$ cat config.mk
export PLATFORM = sky130hd
export DESIGN_NAME = mac_counter
export DESIGN_NICKNAME = d
export VERILOG_FILES = /design/src/rtl/mac_pkg.sv /design/src/rtl/mac_counter.sv
export SDC_FILE = /design/constraint.sdc
export NUM_CORES = 1
export LEC_CHECK = 0
export CAP_MARGIN = 0
export CORE_AREA = 2 2 39 41
export CTS_CLUSTER_DIAMETER = 80
export DETAILED_ROUTE_END_ITERATION = 16
export DIE_AREA = 0 0 41 43
export MAX_ROUTING_LAYER = met4
export PLACE_DENSITY_LB_ADDON = 0.3
export SYNTH_ARGS = -nofsm -noshare
export SYNTH_HDL_FRONTEND = slang
export SYNTH_SLANG_ARGS = --single-unit
$ cat constraint.sdc
create_clock -name clk -period 3.1 [get_ports clk]
set_input_delay 0.465 -clock clk [delete_from_list [all_inputs] [get_ports clk]]
set_output_delay 0.465 -clock clk [all_outputs]
set_load 0.005 [all_outputs]
$ cat src/rtl/mac_pkg.sv
// Shared definitions for the multiply-add accumulator datapath: default step-counter
// width and the count type used by the accumulator control.
package mac_pkg;

    localparam int CNT_WIDTH_DEF = 5;

    typedef logic [CNT_WIDTH_DEF-1:0] cnt_t;

endpackage

$ cat src/rtl/mac_counter.sv
// Enable-gated free-running up-counter that sequences accumulation steps and flags
// terminal count and wrap-around for the accumulator control.
module mac_counter
    import mac_pkg::*;
#(
    parameter int WIDTH_CNT = CNT_WIDTH_DEF
) (
    input  logic                 clk,
    input  logic                 cnt_rst_ni,
    input  logic                 cnt_en_i,
    output logic [WIDTH_CNT-1:0] cnt_o,
    output logic                 cnt_max_o,
    output logic                 cnt_wrap_o
);

    if (WIDTH_CNT < 1 || WIDTH_CNT > 32) begin : gen_width_check
        $fatal(1, "mac_counter: WIDTH_CNT must be within 1..32");
    end

    logic [WIDTH_CNT-1:0] cnt_q, cnt_d;
    logic                 wrap_q, wrap_d;

    always_comb begin
        cnt_d  = cnt_q;
        wrap_d = 1'b0;
        if (cnt_en_i) begin
            cnt_d  = cnt_q + WIDTH_CNT'(1);
            // Wrap flag is set on the same edge that rolls all-ones over to zero.
            wrap_d = &cnt_q;
        end
    end

    always_ff @(posedge clk) begin
        if (!cnt_rst_ni) begin
            cnt_q  <= '0;
            wrap_q <= 1'b0;
        end else begin
            cnt_q  <= cnt_d;
            wrap_q <= wrap_d;
        end
    end

    assign cnt_o      = cnt_q;
    assign cnt_max_o  = &cnt_q;
    assign cnt_wrap_o = wrap_q;

endmodule

Word level (Yosys, flattened, before mapping)
Cells that the tools add are included.

Input bits: 3. Register bits: 6.

Reduce and logical (&&, ||, !) cells: 2. Add/sub/neg operators: 1.

Operators with widths (number): $add A5 B1 Y5 const B (1); $reduce_and A5 Y1 (1); $reduce_and A2 Y1 (1).

Longest topological paths before layout
Gate-level depths: netlist of the first run.

Depth after elaboration: 1. Mapped depth: 5.

Least setup slack after synthesis of the first run
OpenSTA, ideal clock, no wires.

Path kind: register -> output. Start: register cnt_q[0] (netlist: cnt_o[0]). End: output cnt_max_o. Setup slack: 1713 ps. Arrival: 922 ps. Stages on the path, launching flop included: 4. Data required time: 2635 ps. Path through: dfxtp_1 > ha_1 > and3_1 > ha_1.

Cells in the longest elaborated chain, start to end: 1.

RTL lines: from (decl) (line mac_counter.sv:20) `logic [WIDTH_CNT-1:0] cnt_q, cnt_d;`; from (signal assigned) (line mac_counter.sv:38) `cnt_q <= cnt_d;`; $reduce_and A5 Y1 (line mac_counter.sv:44) `assign cnt_max_o = &cnt_q;`; to (decl) (line mac_counter.sv:12) `output logic cnt_max_o,`.

No other way between the ends.

Worst setup path after layout of the first run
Same ends and word-level chain as after synthesis.

==> run_summary.xml, run 1 <==
<?xml version="1.0" encoding="UTF-8"?>
<metrics>
  <group name="outcome">
    <metric name="outcome" unit="">completed</metric>
  </group>
  <group name="synthesis">
    <metric name="synthesis.nets" unit="">30</metric>
    <metric name="synthesis.yosys.warnings" unit="">0</metric>
    <metric name="syn_area_cell" unit="um^2">10.9</metric>
    <metric name="ys_async_sr_fraction" unit="">0</metric>
    <metric name="synth_seq_area_share" unit="">0.442</metric>
    <metric name="synthDistinctLibCells" unit="">14</metric>
    <metric name="synth.top_cells.by_count" unit="">6 x sky130_fd_sc_hd__dfxtp_1, 3 x sky130_fd_sc_hd__mux2i_1, 3 x sky130_fd_sc_hd__nor2_1</metric>
    <metric name="synth_enable_flop_cells" unit="">0</metric>
    <metric name="synth_cells" unit="">25</metric>
    <metric name="post_synth_main_area_contributors" unit="">sky130_fd_sc_hd__dfxtp_1 44%, sky130_fd_sc_hd__mux2i_1 11%, sky130_fd_sc_hd__ha_1 9.2%</metric>
    <metric name="synth_ff_type" unit="">sky130_fd_sc_hd__dfxtp_1</metric>
    <metric name="most_instantiated_library_cell_after_synthesis" unit="">sky130_fd_sc_hd__dfxtp_1</metric>
    <metric name="netlist_area" unit="um^2">272</metric>
    <metric name="synthDominantAreaCellType" unit="">sky130_fd_sc_hd__dfxtp_1</metric>
    <metric name="synth_seq_cells" unit="">6</metric>
    <metric name="synth_largest_type_area_fraction" unit="">0.442</metric>
  </group>
  <group name="setup_path">
    <metric name="path_cells" unit="">ha_1, and3_1, ha_1, clkdlybuf4s50_1</metric>
    <metric name="crit_family" unit="">buffers and inverters</metric>
    <metric name="timing.critical_path.slowest_cell_delay" unit="ns">0.50</metric>
    <metric name="timing.setup.critical_path_class" unit="">reg2out</metric>
    <metric name="setup.worst_path.end_class" unit="">output port</metric>
    <metric name="worst-endpoint-arrival" unit="ns">1.66</metric>
    <metric name="crit_path_top_delay_cell" unit="">sky130_fd_sc_hd__clkdlybuf4s50_1</metric>
    <metric name="critical-path-top-cell-by-count" unit="">sky130_fd_sc_hd__ha_1</metric>
    <metric name="critical_path_required" unit="ns">2.63</metric>
    <metric name="startpoint_type" unit="">flop</metric>
    <metric name="crit_fanout" unit="">4</metric>
    <metric name="crit_buf_inv" unit="">1</metric>
  </group>
  <group name="power">
    <metric name="leakage" unit="uW">0.000187</metric>
    <metric name="finalPower" unit="uW">173</metric>
    <metric name="p_int" unit="uW">135</metric>
    <metric name="combinationalPowerShare" unit="">0.107</metric>
    <metric name="swShare" unit="">0.218</metric>
    <metric name="power.net_switching" unit="uW">37.7</metric>
    <metric name="power.share.clock" unit="">0.407</metric>
    <metric name="vdd_drop_max" unit="uV">301</metric>
    <metric name="cellPowerDensity" unit="nW/um^2">440</metric>
    <metric name="seqPwrFrac" unit="">0.486</metric>
  </group>
  <group name="sta">
    <metric name="period_minus_slack" unit="ns">2.12</metric>
    <metric name="final.period_utilization" unit="">0.684</metric>
    <metric name="hold_violations" unit="">0</metric>
    <metric name="max-slew-margin-rel" unit="">0.783</metric>
    <metric name="rsz0062_at_grt" unit="">no</metric>
    <metric name="clock_skew" unit="ns">0.00111</metric>
    <metric name="worst_slew_pin_slew" unit="ns">0.325</metric>
    <metric name="sum_of_negative_setup_slack" unit="ns">0</metric>
    <metric name="slew_viol_final" unit="">0</metric>
    <metric name="fmax" unit="GHz">0.471</metric>
    <metric name="number_of_setup_violations_in_the_final_report" unit="">0</metric>
  </group>
  <group name="floorplanning">
    <metric name="io-pin-count" unit="">10</metric>
    <metric name="die_y" unit="um">43</metric>
    <metric name="chipWidth" unit="um">41</metric>
    <metric name="die_outline_area" unit="um^2">1760</metric>
    <metric name="starting_density" unit="">0.196</metric>
    <metric name="fp-row-count" unit="">14</metric>
    <metric name="design.core.area" unit="um^2">1380</metric>
  </group>
  <group name="placed_design">
    <metric name="port-buffer-count" unit="">9</metric>
    <metric name="globalplace.congestion" unit="">0.721</metric>
    <metric name="dp.final_hpwl" unit="um">394</metric>
    <metric name="dpl_cell_area" unit="um^2">370</metric>
    <metric name="placed_cells_incl_taps" unit="">49</metric>
  </group>
  <group name="clock_tree">
    <metric name="cts_made_buffers" unit="">3</metric>
    <metric name="post_cts_buffers" unit="">0</metric>
    <metric name="cts.htree.levels" unit="">1</metric>
    <metric name="ctsHoldBuffers" unit="">0</metric>
    <metric name="cts_max_path_buffers" unit="">2</metric>
    <metric name="clockRootBuffer" unit="">sky130_fd_sc_hd__clkbuf_4</metric>
    <metric name="cts_sinks" unit="">6</metric>
    <metric name="path_clk_slew" unit="ns">0.04</metric>
    <metric name="clock_tree_from_tritoncts" unit="">yes</metric>
    <metric name="clock_latency_of_the_later_clocked_register_in_the_worst_skew_pair" unit="ns">0.24</metric>
    <metric name="cts_resized" unit="">0</metric>
  </group>
  <group name="route">
    <metric name="drt_first_pass_iters" unit="">4</metric>
    <metric name="drcViolationCount" unit="">0</metric>
    <metric name="ant_nets" unit="">0</metric>
    <metric name="routed_via_density" unit="">4.23</metric>
    <metric name="vias" unit="">220</metric>
    <metric name="detail_route.wl_per_cell" unit="um">10.4</metric>
    <metric name="drt_iter0_markers" unit="">6</metric>
    <metric name="final_wirelength" unit="um">540</metric>
  </group>
  <group name="min_path">
    <metric name="worst_hold_path_type" unit="">reg2reg</metric>
  </group>
  <group name="global_route">
    <metric name="grt_max_degree" unit="">8</metric>
    <metric name="grt_pass1_vias" unit="">227</metric>
    <metric name="gr-total-overflow" unit="">0</metric>
    <metric name="track_usage" unit="">0.0906</metric>
    <metric name="grt_antenna_before_repair" unit="">0</metric>
    <metric name="grt_first_pass_wirelength" unit="um">952</metric>
  </group>
  <group name="finish">
    <metric name="antennaDiodeCount" unit="">0</metric>
    <metric name="num-nets-final" unit="">43</metric>
    <metric name="synthToLayoutAreaGrowth" unit="%">44.7</metric>
    <metric name="final_util" unit="">0.284</metric>
    <metric name="post_route_cells_drive_above_1_share" unit="">0.139</metric>
    <metric name="layoutNonFillerInstCount" unit="">52</metric>
    <metric name="post-route-cell-area" unit="um^2">393</metric>
  </group>
  <group name="job">
    <metric name="maximum_capacitance_violations" unit="">0</metric>
  </group>
</metrics>
==> sequential cells by signal, indices dropped and copies added (netlist names) <==
| register | cells |
|---|---|
| cnt_o | 5 |
| cnt_wrap_o | 1 |
==> cell families (layout without fill, tap and decap cells) <==
family | Yosys count | after routing | share of synthesized area
simple gates | 9 | 9 | 0.198
flops | 6 | 6 | 0.442
mux | 3 | 3 | 0.111
fa+ha+maj | 2 | 2 | 0.0922
compound gates | 2 | 2 | 0.0691
buf+inv | 2 | 13 | 0.0553
xor+xnor | 1 | 1 | 0.0323
==> area by class of cell <==
class | instances | area, um^2
fill | 153 | 991
multi-input combinational | 17 | 136
sequential | 6 | 120
timing repair buffer | 9 | 90.1
clock buffer | 3 | 22.5
tap | 16 | 20.0
inverter | 1 | 3.75
==> path summary, 6_finish.rpt <==
check	from	end	slack (ns)	cells past startpoint
worst max-delay path	cnt_o[0]	cnt_max_o	0.98	4
worst min-delay path	cnt_o[3]	cnt_o[3]	0.49	2
worst max register to register	cnt_o[0]	cnt_o[4]	1.79	5
worst min register to register	cnt_o[3]	cnt_o[3]	0.49	2
==> power by group through the flow <==
stage / combinational (uW) / clock, uW / sequential (uW)
2_1_floorplan: 9.76 / 0 / 85.0
3_3_place_gp: 18.1 / 0 / 84.9
3_5_place_dp: 18.9 / 0 / 85.2
4_1_cts: 19.0 / 75.4 / 83.8
5_1_grt: 20.8 / 83.7 / 84.0
6_report: 18.5 / 70.3 / 83.9
==> stage by stage <==
step	setup WS, ns	hold WS, ns
floorplan	1.71	0.470
global route	0.866	0.528
global placement	1.24	0.475
detailed placement	1.22	0.480
finish	0.978	0.487
CTS	0.950	0.494
==> metal layers <==
metal | up-vias | track usage | part of all wire
li1 | 110 | - | -
met1 | 99 | 0.0968 | 0.42
met2 | 9 | 0.106 | 0.45
met3 | 2 | 0.0628 | 0.11
met4 | 0 | 0.0800 | 0.019
met5 | - | - | 0
==> cells in the final DEF (no fill, tap or decap) <==
master                            n
sky130_fd_sc_hd__a21oi_2          1
sky130_fd_sc_hd__xnor2_1          1
sky130_fd_sc_hd__nand2_1          1
sky130_fd_sc_hd__nor2_1           3
sky130_fd_sc_hd__inv_1            1
sky130_fd_sc_hd__nand2b_1         1
sky130_fd_sc_hd__clkdlybuf4s50_1  9
sky130_fd_sc_hd__nand3b_1         1
sky130_fd_sc_hd__mux2i_1          3
sky130_fd_sc_hd__nand4_2          1
sky130_fd_sc_hd__dfxtp_1          6
sky130_fd_sc_hd__a21bo_1          1
sky130_fd_sc_hd__clkbuf_4         3
sky130_fd_sc_hd__and3_1           2
sky130_fd_sc_hd__ha_1             2
==> worst reg2reg max path: stages (launching register included) <==
cell and delay (ns):
sky130_fd_sc_hd__dfxtp_1 0.34, sky130_fd_sc_hd__ha_1 0.24, sky130_fd_sc_hd__and3_1 0.19, sky130_fd_sc_hd__ha_1 0.26
sky130_fd_sc_hd__mux2i_1 0.13, sky130_fd_sc_hd__nor2_1 0.05
Note: power is estimated with default switching activity, not from simulation.
==> inputs of run 2 (changes only) <==
Clock period 3.1 ns to 2.2 ns, I/O delays scaled along.
==> run_summary.xml, run 2 (synthesis gave the netlist of run 1 again) <==
<?xml version="1.0" encoding="UTF-8"?>
<metrics>
  <group name="setup_path">
    <metric name="startpoint_type" unit="">flop</metric>
    <metric name="timing.reg2reg.setup_slack" unit="ns">0.88</metric>
    <metric name="r2r_cells" unit="">5</metric>
    <metric name="reg_to_reg_end" unit="">cnt_o[4]</metric>
    <metric name="crit_path_top_delay_cell" unit="">sky130_fd_sc_hd__clkdlybuf4s50_1</metric>
    <metric name="crit_buf_inv" unit="">1</metric>
    <metric name="crit_family" unit="">buffers and inverters</metric>
    <metric name="critical-path-top-cell-by-count" unit="">sky130_fd_sc_hd__ha_1</metric>
    <metric name="setup.worst_path.end_class" unit="">output port</metric>
    <metric name="worstReg2RegStart" unit="">cnt_o[0]</metric>
    <metric name="critical_path_required" unit="ns">1.87</metric>
    <metric name="timing.critical_path.slowest_cell_delay" unit="ns">0.50</metric>
    <metric name="worst-endpoint-arrival" unit="ns">1.68</metric>
    <metric name="crit_fanout" unit="">4</metric>
    <metric name="path_cells" unit="">ha_1, and3_1, ha_1, clkdlybuf4s50_1</metric>
    <metric name="timing.setup.critical_path_class" unit="">reg2out</metric>
  </group>
  <group name="floorplanning">
    <metric name="design.core.area" unit="um^2">1380</metric>
    <metric name="io-pin-count" unit="">10</metric>
    <metric name="die_y" unit="um">43</metric>
    <metric name="fp-row-count" unit="">14</metric>
    <metric name="chipWidth" unit="um">41</metric>
    <metric name="starting_density" unit="">0.196</metric>
    <metric name="die_outline_area" unit="um^2">1760</metric>
  </group>
  <group name="min_path">
    <metric name="holdCritStartpoint" unit="">cnt_o[3]</metric>
    <metric name="hold_end" unit="">cnt_o[3]</metric>
    <metric name="worst_hold_path_type" unit="">reg2reg</metric>
    <metric name="number_of_cells_traversed_by_the_worst_hold_path" unit="">2</metric>
  </group>
  <group name="finish">
    <metric name="most_frequent_standard_cell_in_the_layout_excluding_fill_and_tap_cells" unit="">sky130_fd_sc_hd__clkdlybuf4s50_1</metric>
    <metric name="synthToLayoutAreaGrowth" unit="%">44.7</metric>
    <metric name="post-route-cell-area" unit="um^2">393</metric>
    <metric name="layout.cells.most_common_list" unit="">9 x sky130_fd_sc_hd__clkdlybuf4s50_1, 6 x sky130_fd_sc_hd__dfxtp_1, 3 x sky130_fd_sc_hd__mux2i_1, 3 x sky130_fd_sc_hd__nor2_1, 3 x sky130_fd_sc_hd__clkbuf_4</metric>
    <metric name="largest_register_ff_count" unit="">5</metric>
    <metric name="num-nets-final" unit="">43</metric>
    <metric name="post_route_cells_drive_above_1_share" unit="">0.139</metric>
    <metric name="antennaDiodeCount" unit="">0</metric>
    <metric name="layoutNonFillerInstCount" unit="">52</metric>
  </group>
  <group name="placed_design">
    <metric name="globalplace.congestion" unit="">0.694</metric>
    <metric name="port-buffer-count" unit="">9</metric>
    <metric name="placed_cells_incl_taps" unit="">49</metric>
    <metric name="dpl_cell_area" unit="um^2">370</metric>
    <metric name="dp.final_hpwl" unit="um">398</metric>
  </group>
  <group name="outcome">
    <metric name="outcome" unit="">completed</metric>
  </group>
  <group name="sta">
    <metric name="rsz0062_at_grt" unit="">no</metric>
    <metric name="period_minus_slack" unit="ns">2.01</metric>
    <metric name="sum_of_negative_setup_slack" unit="ns">0</metric>
    <metric name="number_of_setup_violations_in_the_final_report" unit="">0</metric>
    <metric name="final.period_utilization" unit="">0.913</metric>
    <metric name="worst_slew_pin_slew" unit="ns">0.306</metric>
    <metric name="clock_skew" unit="ns">0.000154</metric>
    <metric name="fmax" unit="GHz">0.498</metric>
    <metric name="hold_violations" unit="">0</metric>
    <metric name="max-slew-margin-rel" unit="">0.795</metric>
    <metric name="slew_viol_final" unit="">0</metric>
  </group>
  <group name="clock_tree">
    <metric name="cts.htree.levels" unit="">1</metric>
    <metric name="clockRootBuffer" unit="">sky130_fd_sc_hd__clkbuf_4</metric>
    <metric name="ctsHoldBuffers" unit="">0</metric>
    <metric name="post_cts_buffers" unit="">0</metric>
    <metric name="clock_latency_of_the_later_clocked_register_in_the_worst_skew_pair" unit="ns">0.24</metric>
    <metric name="path_clk_slew" unit="ns">0.04</metric>
    <metric name="cts_resized" unit="">0</metric>
    <metric name="clock_tree_from_tritoncts" unit="">yes</metric>
    <metric name="cts_made_buffers" unit="">3</metric>
    <metric name="cts_sinks" unit="">6</metric>
    <metric name="cts_max_path_buffers" unit="">2</metric>
  </group>
  <group name="route">
    <metric name="routed_via_density" unit="">3.83</metric>
    <metric name="final_wirelength" unit="um">485</metric>
    <metric name="drt_iter0_markers" unit="">0</metric>
    <metric name="ant_nets" unit="">0</metric>
    <metric name="vias" unit="">199</metric>
    <metric name="drt_first_pass_iters" unit="">1</metric>
    <metric name="drcViolationCount" unit="">0</metric>
    <metric name="detail_route.wl_per_cell" unit="um">9.33</metric>
  </group>
  <group name="global_route">
    <metric name="grt_first_pass_wirelength" unit="um">759</metric>
    <metric name="grt_antenna_before_repair" unit="">0</metric>
    <metric name="grt_max_degree" unit="">8</metric>
    <metric name="track_usage" unit="">0.0691</metric>
    <metric name="gr-total-overflow" unit="">0</metric>
    <metric name="grt_pass1_vias" unit="">198</metric>
  </group>
  <group name="power">
    <metric name="leakage" unit="uW">0.000187</metric>
    <metric name="vdd_drop_max" unit="uV">435</metric>
    <metric name="cellPowerDensity" unit="nW/um^2">612</metric>
  </group>
  <group name="job">
    <metric name="maximum_capacitance_violations" unit="">0</metric>
  </group>
</metrics>
==> run 2: cell type report <==
| type | instances | area (um^2) |
|---|---|---|
| multi-input combinational | 17 | 136 |
| timing repair buffer | 9 | 90.1 |
| tap | 16 | 20.0 |
| fill | 150 | 991 |
| sequential | 6 | 120 |
| inverter | 1 | 3.75 |
| clock buffer | 3 | 22.5 |
==> run 2: per-layer routing <==
metal | routed length, um | vias up | global-route usage
met2 | 217 | 8 | 0.0875
met1 | 227 | 82 | 0.0779
li1 | - | 109 | -
met3 | 40 | 0 | 0.0785
met5 | 0 | - | -
met4 | 0 | 0 | 0
==> run 2: worst max-delay path by stage <==
stage          depth (start not counted)         to  startpoint
6_report                               4  cnt_max_o    cnt_o[0]
5_1_grt                                4  cnt_max_o    cnt_o[0]
4_1_cts                                4  cnt_max_o    cnt_o[0]
3_5_place_dp                           4  cnt_max_o    cnt_o[0]
3_3_place_gp                           4  cnt_max_o    cnt_o[0]
2_1_floorplan                          5   cnt_o[4]    cnt_o[0]
==> run 2: per-stage QoR <==
stage / power (uW) / hold slack (ns) / util / setup WS (ns)
3_5_place_dp: 147 / 0.487 / 0.268 / 0.427
2_1_floorplan: 134 / 0.470 / - / 0.930
6_report: 241 / 0.491 / 0.284 / 0.192
3_3_place_gp: 145 / 0.478 / 0.268 / 0.490
4_1_cts: 248 / 0.496 / 0.284 / 0.158
5_1_grt: 260 / 0.531 / 0.284 / 0.0756
==> run 2: worst min-delay path, cell delays in order (launching register included) <==
cell and delay [ns]:
sky130_fd_sc_hd__dfxtp_1 0.32, sky130_fd_sc_hd__nand2_1 0.06, sky130_fd_sc_hd__mux2i_1 0.06
==> run 2: power breakdown <==
| part | leakage (uW) | switching [uW] | internal (uW) |
|---|---|---|---|
| logic | 0.000124 | 10.2 | 15.8 |
| registers | 0.0000487 | 5.07 | 113 |
| clock network | 0.0000138 | 34.9 | 61.4 |
==> inputs of run 3 (changes only) <==
Settings changed: CAP_MARGIN 0 to 20.
==> results of run 3 <==
Final layout, timing and power as in run 2 (identical DEF).
